--- src/rtl/cordic_addsub_sched.sv ---
// Iterative CORDIC sequencer sharing one external combinational Add_Sub across the x, y and z phases.
// Optional feature macro: CORDIC_VECTORING_EN adds the mode input (0 = rotation, 1 = vectoring).
module cordic_addsub_sched #(
  parameter int DW   = 16,
  parameter int ITER = 14,
  parameter int IW   = (ITER > 1) ? $clog2(ITER) : 1
) (
  input  logic          clk,
  input  logic          rst_n,
  input  logic          in_valid,
  output logic          in_ready,
  input  logic [DW-1:0] x_in,
  input  logic [DW-1:0] y_in,
  input  logic [DW-1:0] z_in,
`ifdef CORDIC_VECTORING_EN
  input  logic          mode,
`endif
  output logic          out_valid,
  input  logic          out_ready,
  output logic [DW-1:0] x_out,
  output logic [DW-1:0] y_out,
  output logic [DW-1:0] z_out,
  output logic          busy,
  output logic [DW-1:0] as_a,
  output logic [DW-1:0] as_b,
  output logic          as_add,
  input  logic [DW-1:0] as_c,
  output logic [IW-1:0] atan_idx,
  input  logic [DW-1:0] atan_val
);

  typedef enum logic [2:0] {
    S_IDLE = 3'd0,
    S_PX   = 3'd1,
    S_PY   = 3'd2,
    S_PZ   = 3'd3,
    S_DONE = 3'd4
  } state_t;

  state_t        state_r, state_s;
  logic [DW-1:0] x_r, y_r, z_r, tmp_r;
  logic [IW-1:0] i_r;
  logic          sigma_neg_r;
  logic          vec_r;
  logic          vec_in_s;
  logic          last_s;

  function automatic logic [DW-1:0] asr(input logic [DW-1:0] v, input logic [IW-1:0] sh);
    asr = DW'($signed(v) >>> sh);
  endfunction

  // Rotation steers by the sign of z, vectoring drives y toward zero.
  function automatic logic sigma_neg(input logic vec, input logic [DW-1:0] zv, input logic [DW-1:0] yv);
    sigma_neg = vec ? ~yv[DW-1] : zv[DW-1];
  endfunction

`ifdef CORDIC_VECTORING_EN
  assign vec_in_s = mode;
`else
  assign vec_in_s = 1'b0;
`endif

  assign last_s    = (i_r == IW'(ITER - 1));
  assign in_ready  = (state_r == S_IDLE);
  assign out_valid = (state_r == S_DONE);
  assign busy      = (state_r != S_IDLE);
  assign atan_idx  = i_r;

  // Next-state selection and Add_Sub operand steering for the current phase.
  always_comb begin
    state_s = state_r;
    as_a    = '0;
    as_b    = '0;
    as_add  = 1'b1;
    case (state_r)
      S_IDLE: begin
        if (in_valid) state_s = S_PX;
        else          state_s = S_IDLE;
      end
      S_PX: begin
        as_a    = x_r;
        as_b    = asr(y_r, i_r);
        as_add  = sigma_neg_r;
        state_s = S_PY;
      end
      S_PY: begin
        as_a    = y_r;
        as_b    = asr(x_r, i_r);
        as_add  = ~sigma_neg_r;
        state_s = S_PZ;
      end
      S_PZ: begin
        as_a   = z_r;
        as_b   = atan_val;
        as_add = sigma_neg_r;
        if (last_s) state_s = S_DONE;
        else        state_s = S_PX;
      end
      S_DONE: begin
        if (out_ready) state_s = S_IDLE;
        else           state_s = S_DONE;
      end
      default: state_s = S_IDLE;
    endcase
  end

  // State register.
  always_ff @(posedge clk or negedge rst_n) begin
    if (!rst_n) state_r <= S_IDLE;
    else        state_r <= state_s;
  end

  // Vector registers, iteration counter, held direction and result registers.
  always_ff @(posedge clk or negedge rst_n) begin
    if (!rst_n) begin
      x_r         <= '0;
      y_r         <= '0;
      z_r         <= '0;
      tmp_r       <= '0;
      i_r         <= '0;
      sigma_neg_r <= 1'b0;
      vec_r       <= 1'b0;
      x_out       <= '0;
      y_out       <= '0;
      z_out       <= '0;
    end else begin
      case (state_r)
        S_IDLE: begin
          if (in_valid) begin
            x_r         <= x_in;
            y_r         <= y_in;
            z_r         <= z_in;
            i_r         <= '0;
            vec_r       <= vec_in_s;
            sigma_neg_r <= sigma_neg(vec_in_s, z_in, y_in);
          end
        end
        S_PX: tmp_r <= as_c;
        // x commits only here so PY can still shift the old x.
        S_PY: begin
          x_r <= tmp_r;
          y_r <= as_c;
        end
        S_PZ: begin
          z_r <= as_c;
          if (last_s) begin
            x_out <= x_r;
            y_out <= y_r;
            z_out <= as_c;
          end else begin
            i_r         <= i_r + IW'(1);
            sigma_neg_r <= sigma_neg(vec_r, as_c, y_r);
          end
        end
        default: ;
      endcase
    end
  end

endmodule

--- config.mk ---
export PLATFORM = sky130hd
export DESIGN_NAME = cordic_addsub_sched
export DESIGN_NICKNAME = d
export VERILOG_FILES = /design/src/rtl/cordic_addsub_sched.sv
export SDC_FILE = /design/constraint.sdc
export NUM_CORES = 1
export LEC_CHECK = 0
export CAP_MARGIN = 30
export CORE_UTILIZATION = 44
export DETAILED_ROUTE_END_ITERATION = 8
export GPL_ROUTABILITY_DRIVEN = 0
export PLACE_DENSITY = 0.73
export SETUP_SLACK_MARGIN = 0.05
export SLEW_MARGIN = 0
export SYNTH_ARGS = -nofsm -noshare
export SYNTH_HDL_FRONTEND = slang
export SYNTH_SLANG_ARGS = --single-unit
--- constraint.sdc ---
create_clock -name clk -period 2.8 [get_ports clk]
set_input_delay 0.56 -clock clk [delete_from_list [all_inputs] [get_ports clk]]
set_output_delay 0.56 -clock clk [all_outputs]
set_load 0.05 [all_outputs]
=== Word-level counts from Yosys, hierarchy flattened ===
Index checks and enable logic that the tools add are counted.

* $add $sub $neg: 1
* Multiply operators: 0
* Divide/modulo/power cells: 0
* $lt $le $gt $ge: 0
* Equal/unequal tests: 7
* Shift-type cells: 2
* Mux-type cells: 19
* Bitwise operators: 1
* Reductions and logical operators: 9

{| class="wikitable"
|+ Operators by type and width
! cell !! count
|-
| $pmux W16 S2 || 3
|-
| $pmux W16 S3 || 2
|-
| $mux W16 || 3
|-
| $sshr A16 B4 Y16 || 2
|-
| $pmux W3 S5 || 1
|-
| $mux W4 || 2
|-
| $pmux W4 S2 || 1
|-
| $eq A3 B2 Y1 const B || 2
|-
| $mux W3 || 2
|-
| $reduce_and A2 Y1 || 3
|-
| $add A4 B1 Y4 const B || 1
|-
| $eq A4 B4 Y1 const B || 1
|-
| $ne A2 B2 Y1 const B || 2
|-
| $pmux W1 S2 || 2
|-
| $reduce_bool A2 Y1 || 2
|-
| $eq A3 B1 Y1 const B || 1
|-
| $eq A3 B3 Y1 const B || 1
|-
| $logic_not A3 Y1 || 1
|-
| $mux W1 || 3
|-
| $reduce_and A3 Y1 || 1
|-
| $reduce_bool A3 Y1 || 1
|-
| $reduce_or A2 Y1 || 1
|-
| $not A1 Y1 || 1
|}

* Register bits after elaboration: 120
* Latch bits: 0
* Bits in writable memories: 0
* Bits in read-only memories: 0
* Input port bits: 84
* Logic and storage cells: 49
* Memories: 0

=== Longest topological paths before layout ===
Gate-level depths: netlist of run 1.

* Word-level depth: 3
* Gate-level depth with buffers: 9
* Mapped depth without buffers: 7

=== Least setup slack after synthesis of run 1 ===
OpenSTA, ideal clock, no wires.

* Path type: register to output
* Start point: register i_r[0] (netlist: atan_idx[0])
* End point: output as_b[7]
* Arrival time: 2518 ps
* Required time: 2240 ps
* Slack: -278 ps
* Cell stages (with the launch flop): 5
* Buffers on the path: 2
* Cell sequence: dfrtp_1 > buf_1 > buf_1 > mux2i_1 > o221ai_1

* Cells in the longest elaborated chain, start to end: 2

{| class="wikitable"
|+ RTL lines
! what !! line !! text
|-
| start: declaration || 42 || <nowiki>logic [IW-1:0] i_r;</nowiki>
|-
| start signal: assignment || 151 || <nowiki>i_r <= i_r + IW'(1);</nowiki>
|-
| $sshr A16 B4 Y16 || 49 || <nowiki>asr = DW'($signed(v) >>> sh);</nowiki>
|-
| $pmux W16 S3 * || 75 || <nowiki>case (state_r)</nowiki>
|-
| end: declaration || 25 || <nowiki>output logic [DW-1:0] as_b,</nowiki>
|}

Every way passes the cells marked *; elsewhere a longest branch is shown, timed or not.

=== Final worst setup path of run 1 ===
* Start point: register state_r[0]
* End point: output as_b[2]

* Cells in the longest elaborated chain, start to end: 2

{| class="wikitable"
|+ RTL lines
! what !! line !! text
|-
| start: declaration || 40 || <nowiki>state_t state_r, state_s;</nowiki>
|-
| start signal: assignment || 110 || <nowiki>else state_r <= state_s;</nowiki>
|-
| $eq A3 B2 Y1 / $eq A3 B1 Y1 (equally long branches) || 75 ||
|-
| $pmux W16 S3 * || 75 ||
|}

Marked as above.

==> results, run 1 <==
- After synthesis, the most frequently instantiated cells are 120 x dfrtp_1, 83 x mux2_2, 69 x mux2i_1, 66 x nand2_1, 53 x o21ai_0.
- The number of antenna violations at the first check in global routing is 0.
- The share of synthesized area in the top cell type comes to 0.470.
- The slew of the pin with the lowest slew margin is approximately 0.53 ns.
- The via count of the first global-routing pass was 5626.
- Input and output buffers added on the ports amount to 171.
- TritonCTS built the clock tree.
- Among all cell types in the netlist, the one instantiated most often is dfrtp_1.
- At the later pin of the worst-skew pair, clock insertion delay measures 0.40 ns.
- The kind of path behind the tightest hold check is primary input to asynchronous set/reset pin.
- The total number of vias is 5381.
- Among all flip-flop cells after synthesis, the most frequent one is dfrtp_1.
- The run finished, with violations left.
- Setup repair after global routing could not meet its margin everywhere.
- The area growth from synthesis to layout is 47.7%.
- In this run, the number of DRC markers left after iteration 0 of detailed routing was 320.
- In this run the clock root is driven by a clkbuf_16.
- The routed length per placed instance is 21.0 um.
- The number of clock sinks seen by CTS is 120.
- The count of flip-flops with a built-in enable after synthesis is 0.
- The total I/O pin count is 172.
- The number of buffers added by the clock tree synthesis step is 17.
- The placeable core region is 14000 um^2.
- STA classifies the critical path endpoint as an output port.
- Across the run, the number of max-cap violations was 0.
- The total count of max-transition violations in the final report is 0.
- In the post-synthesis netlist, the biggest area contributors are dfrtp_1 47%, mux2_2 15%, mux2i_1 11%, mux4_2 5.3%, o21ai_0 4.2%.
- The maximum count of clock buffers along a single path is 2.
- In this design, the stage delay of the slowest critical-path cell is between 0.5 and 0.6 ns.
- After clock tree synthesis, the clock-pin slew on the worst setup and hold paths is 0.05 ns.
- The maximum fanout along the worst path is 5.
- Walking the worst path, the cells encountered are nor3b_4 > buf_6 > mux4_2 > mux4_2 > a22o_1 > a21o_4 > buf_6.
- The post-layout instance count excluding filler cells is 935.
- The mapped netlist covers 6390 um^2.
- For this run, asynchronously set or reset flops after synthesis account for 1.00.
- Summed over all instances, the cell type with the most area after synthesis is dfrtp_1.
- The post-synthesis area per instance is 11.5 um^2.
- The classification of the worst setup path is register to output port.
- Among all stages on the critical path, the largest delay is contributed by mux4_2.
- The count of final setup violators is 15.
- Prior to clock tree synthesis, the placed netlist has a worst setup slack of -0.185 ns.
- For the worst setup path, the data required time is 2.24 ns.
- The ratio of routed vias to standard cells is roughly 5.8.
- The startpoint type of the worst setup path is a register.
- Row generation in the floorplan step produced 43 rows.
- The first global-routing pass estimated 30400 um of wire.
- For this run, the post-layout net count is between 800 and 900.
- In the final layout, the share of cells above drive strength 1 is 0.325.
- In this run, synthesis produced a sequential element count of 120.
- The area of the die is 15000 um^2.
- The residual antenna-violating net count after detailed routing is 0.
- The starting density of the core is 0.455.
- In this run the number of H-tree levels came out at 4.
- The post-synthesis sequential area ratio is 0.470.
- Summed over all cells, the static leakage comes to just over 4 nW.
- Data on the critical path arrives at its endpoint at between 2 and 3 ns.
- The checks that failed: negative setup slack.
- The post-route clock skew is 0.00785 ns.
- Wires add up to 19600 um.
- The multi-input gate area in the final layout is 3310 um^2.
- Timing would allow up to roughly 0.3 GHz.
- From left edge to right edge, the die measures between 100 and 150 um.
- Across every metal layer, demand over resource in global routing totals 0.272.
- The source of the critical timing path is state_r[0]$_DFF_PN0_.
- The number of remaining DRC errors is 0.
- The total of fill cells in the finished design is 1042.
- Entering global routing, the biggest net connects 53 pins.
- In the final layout, flip-flops and latches occupy 3000 um^2.
- The die boundary height is roughly 120 um.
- The post-synthesis cell type count is 42.
- Final hold analysis gives a worst-case slack of 0.110 ns.
- Once placement completed, the tool counted placed cells totaling 902.
- The synthesized netlist cell count is 556.
- Summing all non-filler instances in the final layout gives an area of 9440 um^2.
- The repair_antennas step left the layout with diodes totalling 0.
- The detailed-routing iteration count for the pre-antenna-repair pass is 5.
- For this run, the number of Yosys warnings is 0.
- The highest ir drop seen on vdd is a little over 0.9 mV.
- Summing internal, switching and leakage power gives 13.9 mW.
- The share of the clock period used by the worst path is 1.20.
- The HPWL after detailed placement is 14200 um.
- The number of failing hold endpoints at the final stage is 0.
- The reg-to-reg critical path startpoint is atan_idx[0]$_DFFE_PN0P_.
- Power spread over the standard cell area amounts to between 1000 and 1500 nW/um^2.
- The smallest clock period supported by the final layout is computed as 3.35 ns.
- The post-synthesis net count is ~640.
- The aggregate global routing overflow is 0.
- After detailed placement, the total cell area comes to 8700 um^2.
- The setup check on the worst reg-to-reg path leaves a slack of 0.48 ns.
- The minimum setup slack in the final design is -0.547 ns.
- The relative slew slack is 0.643.
## sequential cells by signal, indices dropped and copies added, names as in the netlist
register / flops
y_out: 16
z_r: 16
y_r: 16
tmp_r: 16
state_r: 3
z_out: 16
sigma_neg_r: 1
atan_idx: 4
x_out: 16
x_r: 16
## layout make-up
type                            instances  area share
Sequential cell                       120       0.318
Clock buffer                           24      0.0521
Timing Repair Buffer                  216       0.248
Multi-Input combinational cell        386       0.351
Clock inverter                          4     0.00477
Inverter                                5     0.00199
Tap cell                              180      0.0239
## cells in the final DEF (no fill, tap or decap), types with 3 or more instances in the layout
cell type	count
mux2i_2	4
nand2_1	63
nor3_1	3
inv_1	5
clkinv_2	3
and2_1	3
mux4_2	16
mux2_2	81
or3_1	3
a22o_1	6
a221o_2	4
clkbuf_8	4
buf_12	24
nand2_2	3
nand3_1	3
buf_8	4
clkbuf_1	3
clkdlybuf4s50_1	134
o21ai_0	51
a22oi_1	16
dfrtp_1	119
xor2_1	3
buf_4	40
nor2_2	11
mux2i_1	63
clkbuf_16	17
buf_6	14
nor2_1	14
## final timing paths
kind                                         to  cells after the start
max                                     as_b[2]                      7
min                        x_out[7]$_DFFE_PN0P_                      1
max reg2reg                x_out[8]$_DFFE_PN0P_                      6
min reg2reg                  x_r[6]$_DFFE_PN0P_                      2
max in group asynchronous  tmp_r[7]$_DFFE_PN0N_                      2
min in group clk             x_r[6]$_DFFE_PN0P_                      2
## routing by layer
metal	GRT usage	wire (um)	vias up	part of all wire
met1	0.350	8070	2687	0.41
met5	0	0	-	0
li1	-	-	2398	-
met3	0.0595	1380	52	0.070
met4	0.117	613	0	0.031
met2	0.442	9550	244	0.49
## power breakdown
group | total, mW | switching (mW) | internal [mW]
clock | 1.99 | 0.701 | 1.29
sequential | 3.03 | 0.682 | 2.35
combinational | 8.92 | 4.90 | 4.01
## critical path, delay by kind of cell (launching register included)
family                 cells  cell delay (ns)
muxes                      2             0.99
DFF                        1             0.40
AOI/OAI and AO/OA          2             0.39
buffers and inverters      2             0.32
and+or+nand+nor            1             0.28
## through the flow
step	util	setup TNS (ns)
2_1_floorplan	-	-0.433
3_3_place_gp	0.620	-0.529
3_5_place_dp	0.620	-0.859
4_1_cts	0.668	-6.33
5_1_grt	0.672	-7.80
6_report	0.672	-6.49
## repair_timing
action	4_1_cts	5_1_grt
pin swaps	10	6
resized for setup	37	8
buffers inserted	3	3
setup endpoints to repair	16	17
hold buffers	0	0
## kinds of logic (layout without fill, tap and decap cells)
logic type,count (synthesis),in the layout,share of synthesized area
AOI/OAI and AO/OA,97,97,0.0971
xor gates and xnor gates,4,4,0.00548
adders and majority gates,2,2,0.00392
buffers and inverters,50,249,0.0341
DFF,120,120,0.470
muxes,168,168,0.311
and+or+nand+nor,115,115,0.0779
No activity file was read; power rests on OpenSTA's default activity.
==> run 2, diff against run 1 <==
--- a/config.mk
+++ b/config.mk
@@ -6,6 +6,7 @@
 export NUM_CORES = 1
 export LEC_CHECK = 0
 export CAP_MARGIN = 30
+export CORE_MARGIN = 4
 export CORE_UTILIZATION = 44
 export DETAILED_ROUTE_END_ITERATION = 8
 export GPL_ROUTABILITY_DRIVEN = 0
==> run 2 against run 1 <==
Compared with the run above:
- fmax down 1.2%
- setup slack worse by 0.039 ns
- largest power group unchanged
- critical path type unchanged
- largest cell class unchanged
- die area up 10%
- routed wire length grew 2.5%
- critical endpoint unchanged
- the flow still finishes with violations (negative setup slack)
- first-iteration DRC count grew 33%
==> results, run 2 (same netlist as run 1, synthesis figures left out) <==
- The number of clock sinks seen by CTS is 120 (unchanged).
- The run finished, with violations left.
- The minimum setup slack in the final design is -0.586 ns (-0.0391 ns).
- The number of DRC markers in iteration 0 is 426 (+33%).
- Setup repair after global routing could not meet its margin everywhere.
- The share of the clock period used by the worst path came to 1.21 (+0.0140).
- The data arrival time of the critical path is 2.83 ns (+0.04 ns).
- The clock period minus worst slack is 3.39 ns (+0.0391 ns).
- The relative slew slack is 0.634 (-0.00908).
- The critical path's top delay family is multiplexers.
- The clock transition time at the flip-flop clock pins of the worst setup and hold paths was 0.05 ns (about the same).
- The die boundary height is 128 um (+4.9%).
- The leakage power summed over all cells is 4.12 nW (+1.8%).
- The number of placed cells counting well taps was 904 (+0.22%).
- The clock tree root driver cell is clkbuf_16.
- The post-layout instance count excluding filler cells was 949 (+1.5%).
- The ratio of routed vias to standard cells is 5.71 (-0.82%).
- Walking the worst path, the cells encountered are nor3b_4 > buf_12 > mux4_2 > mux4_2 > a22o_1 > a21o_4 > buf_6.
- The total wire length after detailed routing is 20100 um (+2.5%).
- The number of remaining DRC errors is 0 (unchanged).
- The number of antenna violations at the first check in global routing is 1 (+1).
- The critical path required time is 2.24 ns (about the same).
- The classification of the worst setup path is register to output port.
- The count of input and output buffers is 171 (unchanged).
- The aggregate global routing overflow was 0 (unchanged).
- The count of final setup violators is 15 (unchanged).
- The commonest non-fill, non-tap cell in the layout is clkdlybuf4s50_1.
- The area of the die is 16500 um^2 (+10%).
- The worst setup path is launched from a register.
- TritonCTS built the clock tree.
- The post-route clock skew came to 0.00921 ns (+0.00135 ns).
- The most repeated library cell on the critical path is mux4_2.
- The global router's overall resource usage is 0.247 (-0.0252).
- The layout overhead on the synthesized area is 50.2%.
- The HPWL reported at the end of detailed placement came to 14600 um (+2.4%).
- The via count of the first global-routing pass is 5666 (+0.71%).
- The slowest stage of the critical path is the mux4_2 cell.
- The fraction of layout cells with a size suffix above 1 is 0.340 (+0.0153).
- The placeable core region is 14000 um^2 (unchanged).
- The detailed-routing iteration count for the pre-antenna-repair pass is 6 (+1).
- The library cells used most frequently in the layout, excluding fill and tap cells, are 134 x clkdlybuf4s50_1, 119 x dfrtp_1, 81 x mux2_2.
- The kind of path behind the tightest hold check is primary input to asynchronous set/reset pin.
- The total number of vias is 5417 (+0.67%).
- The power density over the cells is 1490 nW/um^2 (+1.2%).
- The setup slack after placement is -0.183 ns (+0.00256 ns).
- The routed length per placed instance is 21.2 um (+1.0%).
- The number of buffers and inverters on the critical path is 2 (unchanged).
- The highest ir drop seen on vdd is 0.730 mV (-19%).
- The total I/O pin count was 172 (unchanged).
- The maximum single-stage delay on the critical path came to 0.52 ns (about the same).
- The sum of negative setup slack is -6.81 ns (-0.324 ns).
- The maximum clock frequency is 0.295 GHz (-1.2%).
- The maximum fanout along the worst path is 5 (unchanged).
- The final reports fail on negative setup slack.
- The later-pin clock latency in the skew report is 0.42 ns (+0.02 ns).
- The total count of max-transition violations in the final report is 0 (unchanged).
- The residual antenna-violating net count after detailed routing was 0 (unchanged).
- The endpoint kind of the worst setup timing path is an output port.
- The total number of placement rows is 43 (unchanged).
- The starting density of the core came to 0.455 (unchanged).
- The number of failing hold endpoints at the final stage is 0 (unchanged).
- The worst hold slack is 0.0827 ns (-0.0278 ns).
- The maximum number of pins on one net before global-route repair is 53 (unchanged).
- The maximum count of clock buffers along a single path is 2 (unchanged).
- The final core area utilization is 0.683 (+0.0112).
- The number of nets in the layout was 842 (+1.2%).
- The number of buffers added by the clock tree synthesis step was 17 (unchanged).
- The global-route wire length before repair is 31600 um (+3.8%).
- The slew of the pin with the lowest slew margin is 0.548 ns (+0.0136 ns).
- The max-capacitance violation count is 0 (unchanged).
- The width of the die is 128 um (+4.9%).
- The deepest level of the CTS H-tree came to 4 (unchanged).
[run 2: what timing repair did]
| action | 4_1_cts | 5_1_grt |
|---|---|---|
| cloned | 0 | 1 |
| hold buffers | 0 | 0 |
| setup buffers | 7 | 6 |
| pin swaps | 6 | 10 |
| resized for setup | 26 | 27 |
| setup endpoints to repair | 16 | 18 |
[run 2: final cells by class]
| class | count | area [um^2] |
|---|---|---|
| clock inverters | 10 | 104 |
| multi-input cells | 386 | 3350 |
| fillers | 985 | 4450 |
| flip-flops and latches | 120 | 3000 |
| clock buffers | 21 | 450 |
| well taps | 180 | 225 |
| diodes | 1 | 2.50 |
| repair buffers | 226 | 2440 |
| inverters | 5 | 18.8 |
[run 2: worst reg2reg max path: stages, from the launching register on]
cell and delay [ns]:
dfrtp_1 0.39, buf_4 0.33, and3b_2 0.45, buf_4 0.40, and2_1 0.25, nand4_1 0.13
xor2_1 0.16, nor2_1 0.05
[run 2: routing by layer]
layer  wire length, um  global-route usage  vias up  part of all wire
met5                16                   0        -           0.00080
met4               506              0.0982        2             0.025
met3              1440              0.0619       51             0.072
met2              9490               0.376      245              0.47
met1              8660               0.341     2696              0.43
li1                  -                   -     2423                 -
[run 2: power breakdown]
part	total (mW)	internal (mW)	switching, mW
sequential	3.00	2.35	0.646
combinational	9.28	4.25	5.03
clock	2.07	1.31	0.752
[run 2: stage by stage]
step	total power, mW	area [um^2]
floorplan	8.13	6450
global placement	11.2	8720
detailed placement	11.3	8720
CTS	13.8	9410
global route	15.0	9590
finish	14.3	9600
[run 2: path summary, 6_finish.rpt]
kind                                       from                       to  slack (ns)  cells after the start
max in group asynchronous                 rst_n     x_out[7]$_DFFE_PN0P_        1.96                      2
min in group clk           tmp_r[5]$_DFFE_PN0N_       x_r[5]$_DFFE_PN0P_        0.49                      2
hold reg to reg            tmp_r[5]$_DFFE_PN0N_       x_r[5]$_DFFE_PN0P_        0.49                      2
hold / removal                            rst_n    x_out[13]$_DFFE_PN0P_        0.08                      1
setup reg to reg           state_r[0]$_DFF_PN0_  atan_idx[3]$_DFFE_PN0P_        0.53                      7
setup / recovery           state_r[0]$_DFF_PN0_                  as_b[2]       -0.59                      7
